$ cat src/rtl/mem_port_arbiter.sv
// Shares one memory port between the instruction and data requesters, one transaction in flight.
// Build option ARB_ROUND_ROBIN_EN: alternate grants on simultaneous requests (default: data wins).
module mem_port_arbiter #(
   parameter int NBITS          = 32,
   parameter int TIMEOUT_CYCLES = 64
) (
   input  logic             clk,
   input  logic             rst,
   input  logic             i_proc_req,
   output logic             i_mem_rdy,
   input  logic [NBITS-1:0] i_addr,
   output logic [NBITS-1:0] i_rdata,
   output logic             i_valid,
   input  logic             d_proc_req,
   output logic             d_mem_rdy,
   input  logic [NBITS-1:0] d_addr,
   input  logic             d_we,
   input  logic [NBITS-1:0] d_wdata,
   output logic [NBITS-1:0] d_rdata,
   output logic             d_valid,
   output logic             m_proc_req,
   input  logic             m_mem_rdy,
   output logic [NBITS-1:0] m_addr,
   output logic             m_we,
   output logic [NBITS-1:0] m_wdata,
   input  logic [NBITS-1:0] m_rdata,
   input  logic             m_valid,
   output logic             timeout_err
);
   // state  | meaning
   // IDLE   | port free, winner of this cycle's requests drives the memory port
   // WAIT_I | instruction request accepted, waiting for m_valid or watchdog
   // WAIT_D | data request accepted, waiting for m_valid or watchdog

   localparam int             CW       = (TIMEOUT_CYCLES > 0) ? $clog2(TIMEOUT_CYCLES + 1) : 1;
   localparam logic [CW-1:0]  CNT_LAST = (TIMEOUT_CYCLES > 0) ? CW'(TIMEOUT_CYCLES - 1) : '0;
   localparam logic [CW-1:0]  CNT_MAX  = '1;
   localparam bit             WD_EN    = (TIMEOUT_CYCLES > 0);

   typedef enum logic [1:0] {IDLE, WAIT_I, WAIT_D} state_t;

   state_t        state;
   logic [CW-1:0] cnt;
   logic          last_grant_d;
   logic          grant_i;
   logic          grant_d;
   logic          accept;
   logic          wd_fire;

   always_comb begin
      grant_i = 1'b0;
      grant_d = 1'b0;
      if (state == IDLE && !rst) begin
`ifdef ARB_ROUND_ROBIN_EN
         if (i_proc_req && d_proc_req) begin
            grant_d = !last_grant_d;
            grant_i = last_grant_d;
         end else begin
            grant_d = d_proc_req;
            grant_i = i_proc_req;
         end
`else
         grant_d = d_proc_req;
         grant_i = i_proc_req && !d_proc_req;
`endif
      end
   end

   assign accept     = (grant_i || grant_d) && m_mem_rdy;
   assign m_proc_req = grant_i || grant_d;
   assign m_addr     = grant_d ? d_addr : (grant_i ? i_addr : '0);
   assign m_we       = grant_d && d_we;
   assign m_wdata    = grant_d ? d_wdata : '0;
   assign i_mem_rdy  = grant_i && m_mem_rdy;
   assign d_mem_rdy  = grant_d && m_mem_rdy;

   assign i_rdata = m_rdata;
   assign d_rdata = m_rdata;
   assign i_valid = !rst && (state == WAIT_I) && m_valid;
   assign d_valid = !rst && (state == WAIT_D) && m_valid;

   // A response arriving on the last allowed cycle beats the watchdog.
   assign wd_fire     = WD_EN && !rst && (state != IDLE) && !m_valid && (cnt == CNT_LAST);
   assign timeout_err = wd_fire;

   always_ff @(posedge clk) begin
      if (rst) begin
         state        <= IDLE;
         cnt          <= '0;
         last_grant_d <= 1'b0;
      end else begin
         case (state)
            IDLE: begin
               cnt <= '0;
               if (accept) begin
                  state        <= grant_d ? WAIT_D : WAIT_I;
                  last_grant_d <= grant_d;
               end
            end
            WAIT_I, WAIT_D: begin
               if (m_valid || wd_fire) begin
                  state <= IDLE;
                  cnt   <= '0;
               end else if (cnt != CNT_MAX) begin
                  cnt <= cnt + 1'b1;
               end
            end
            default: begin
               state <= IDLE;
               cnt   <= '0;
            end
         endcase
      end
   end
endmodule

$ cat config.mk
export PLATFORM = sky130hd
export DESIGN_NAME = mem_port_arbiter
export DESIGN_NICKNAME = d
export VERILOG_FILES = /design/src/rtl/mem_port_arbiter.sv
export SDC_FILE = /design/constraint.sdc
export NUM_CORES = 1
export LEC_CHECK = 0
export ABC_AREA = 1
export CAP_MARGIN = 10
export CORE_AREA = 2 2 103 105
export DETAILED_ROUTE_END_ITERATION = 7
export DIE_AREA = 0 0 105 107
export GPL_TIMING_DRIVEN = 0
export PLACE_DENSITY = 0.67
export RECOVER_POWER = 50
export SYNTH_ARGS = -nofsm -noshare
export SYNTH_HDL_FRONTEND = slang
export SYNTH_SLANG_ARGS = --single-unit
$ cat constraint.sdc
create_clock -name clk -period 1.72 [get_ports clk]
set_input_delay 0.516 -clock clk [delete_from_list [all_inputs] [get_ports clk]]
set_output_delay 0.516 -clock clk [all_outputs]
set_load 0.005 [all_outputs]
==> impl_metrics.tcl <==
set metrics [dict create \
    outcome "complete, but fails checks" \
    violations "setup timing" \
    grt.total_usage 0.165 \
    synth_top_area_share 0.286 \
    regToRegStartpoint "state[0]" \
    drt_iter0_markers 59 \
    grt_max_degree 11 \
    finalSetupViolCount 69 \
    die_h_um 107 \
    synth_top_area_cell "buf_4" \
    ys_warn_count 0 \
    seq_area_frac_synth 0.102 \
    max_stage_delay_ns 0.33 \
    cp_max_fo 5 \
    areaGrowthSynthToFinish_pct 183 \
    firstDrtPassIters 4 \
    cp_cell_sequence "inv_2, ha_4, inv_4, nor2_4, buf_6, nand3b_4, buf_6, clkbuf_16, o21ai_2, buf_2" \
    io_buffers 237 \
    r2r_cells 14 \
    syn_avg_cell_area_um2 5.48 \
    min_from "cnt[5]" \
    final_max_slew_viol_count 0 \
    reg2reg_to "state[0]" \
    cts_tree "yes" \
    syn_nets 460 \
    worstHoldPathType "flop to flop" \
    dp_hpwl_um 7690 \
    cp_top_family "buffers and inverters" \
    antenna_found_initial 0 \
    core-area_um2 10100 \
    syn_area_um2 1760 \
    period_share 1.30 \
    powerDensity_nw_per_um2 560 \
    cts_buffers 3 \
    max-slew-margin-rel 0.819 \
    rsz0062_at_grt "true" \
    root_buffer "clkbuf_8" \
    min_delay_path_depth 2 \
    grt_pass1_wl_um 15000 \
    tightest_slew_ns 0.272 \
    vias 2831 \
    netlist-cell-type-count 21 \
    wire_per_inst_um 13.6 \
    start_util 0.174 \
    final_util 0.494 \
    arrival_ns 1.72 \
    whs_ns 0.493 \
    worstSetupPathType "flop to primary output" \
    critPathMostFrequentCell "buf_6" \
    setup_ws_ns -0.514 \
    viasPerCell 3.81 \
    die-area_um2 11200 \
    max-vdd-ir-drop_uv 577 \
    nFillCells 998 \
    cp-end-kind "primary output" \
    diodes 0 \
    cp-start-kind "flop" \
    skew_ns 0.00288 \
    core.rowCount 37 \
    final_nets 748 \
    max_freq_mhz 448 \
    cellLeakagePower_nw 2.54 \
    critical-path-slowest-cell "dfxtp_2" \
    drt-total-wl_um 10100 \
    ios 270 \
    synth_area_leaders "buf_4 (29%), inv_1 (16%), nor2_1 (11%), nand2_1 (10%), dfxtp_1 (10%)" \
    drc 0 \
    timing.final.crit_period_ns 2.23 \
    htree_levels 1 \
    grt_pass1_vias 2833 \
    gr-total-overflow 0 \
    synthCells 321 \
    min_to "cnt[5]" \
    cp.required_ns 1.20 \
    die_width_um 105 \
    globalplace.congestion 0.839 \
    path_buf_inv 6 \
    cts.sinks 9 \
    hold_viol 0 \
    clkTransAtPathRegs_ns 0.05 \
    r2r_slack_ns 0.04 \
    clk_latency_ns 0.24 \
    cts.path.max_buffers 2 \
    ant_nets 0 \
    maxCapViolCount 0 \
    ys_ff_latch 9 \
    drive_above_1_share 0.454 \
]
per-stage QoR:
| stage | setup WS (ns) | TNS, ns | std cells | power, mW | cell area, µm² |
|---|---|---|---|---|---|
| final | -0.514 | -29.48 | 744 | 2.79 | 4980 |
| after global routing | -0.608 | -35.73 | 744 | 2.97 | 4980 |
| after CTS | -0.548 | -30.92 | 737 | 2.56 | 4680 |
| after detailed placement | -1.27 | -77.60 | 694 | 1.86 | 4300 |
| after global placement | -1.24 | -74.93 | 694 | 1.83 | 4300 |
| after floorplan | 0.00853 | 0 | 321 | 0.891 | 1760 |
cell families after synthesis:
logic type | Yosys count | synth area share
AND/OR/NAND/NOR | 115 | 0.280
buffers and inverters | 153 | 0.473
AO/OA/AOI/OAI | 40 | 0.116
flip-flops | 9 | 0.102
adder cells (fa/ha/maj) | 4 | 0.0285
cells in the final DEF, fill, tap and decap left out, types with 3 or more instances in the layout:
cell             instances
clkdlybuf4s50_1        128
buf_4                   84
inv_1                   73
buf_2                   56
buf_6                   35
dlygate4sd3_1           34
nand2_1                 32
nor2_1                  27
nor2_4                  23
nand2_2                 19
o21ai_2                 18
o21ai_1                 14
buf_8                    6
dfxtp_1                  6
inv_2                    5
clkbuf_8                 4
nand3_1                  4
a21oi_1                  4
clkdlybuf4s15_2          4
dfxtp_2                  3
dlygate4sd2_1            3
buf_12                   3
worst max path at each step:
stage | startpoint | to | cells after the start
2_1_floorplan | state[0] | m_addr[23] | 9
3_3_place_gp | rst | m_addr[30] | 8
3_5_place_dp | rst | m_addr[30] | 8
4_1_cts | state[1] | m_addr[7] | 10
5_1_grt | state[0] | m_addr[13] | 12
6_report | state[0] | m_addr[7] | 10
tightest hold or removal path, cell delays in order (launching register included):
cell     delay (ns)
dfxtp_1        0.32
nand2_1        0.07
a21oi_1        0.05
synth_stat cells, drive strengths merged:
master,count
nand3,6
a21oi,4
ha,4
a31oi,1
nand2,54
clkbuf,2
dfxtp,9
nand4,1
o21ai,34
o211ai,1
nand3b,1
buf,71
nor2,52
inv,80
nor3,1
state kept, by name, indices dropped and copies added (netlist names):
name,cells
cnt,7
state,2
metal layers:
metal / global-route usage / part of all wire
met1: 0.184 / 0.37
met2: 0.323 / 0.54
met3: 0.0286 / 0.064
met4: 0.0400 / 0.019
met5: 0 / 0
power breakdown:
| part | switching, mW | total (mW) | internal [mW] |
|---|---|---|---|
| logic | 0.948 | 2.27 | 1.33 |
| registers | 0.0221 | 0.264 | 0.242 |
| clock network | 0.0895 | 0.251 | 0.162 |
| total | 1.06 | 2.79 | 1.73 |
timing repair:
item                                    in CTS  in global routing
pin swaps                                   10                  9
endpoints found under the setup margin      71                 71
gates resized for setup                    400                 71
setup buffers                               34                  9
hold buffers                                 0                  0
cloned                                       5                  0
area by class of cell:
cell class,instances,area (µm²),area share
Buffer,73,617,0.124
Clock buffer,4,45.0,0.00904
Inverter,80,310,0.0623
Multi-Input combinational cell,159,1080,0.217
Sequential cell,9,184,0.0369
Tap cell,136,170,0.0342
Timing Repair Buffer,283,2570,0.517
No activity file was read; power rests on OpenSTA's default activity.
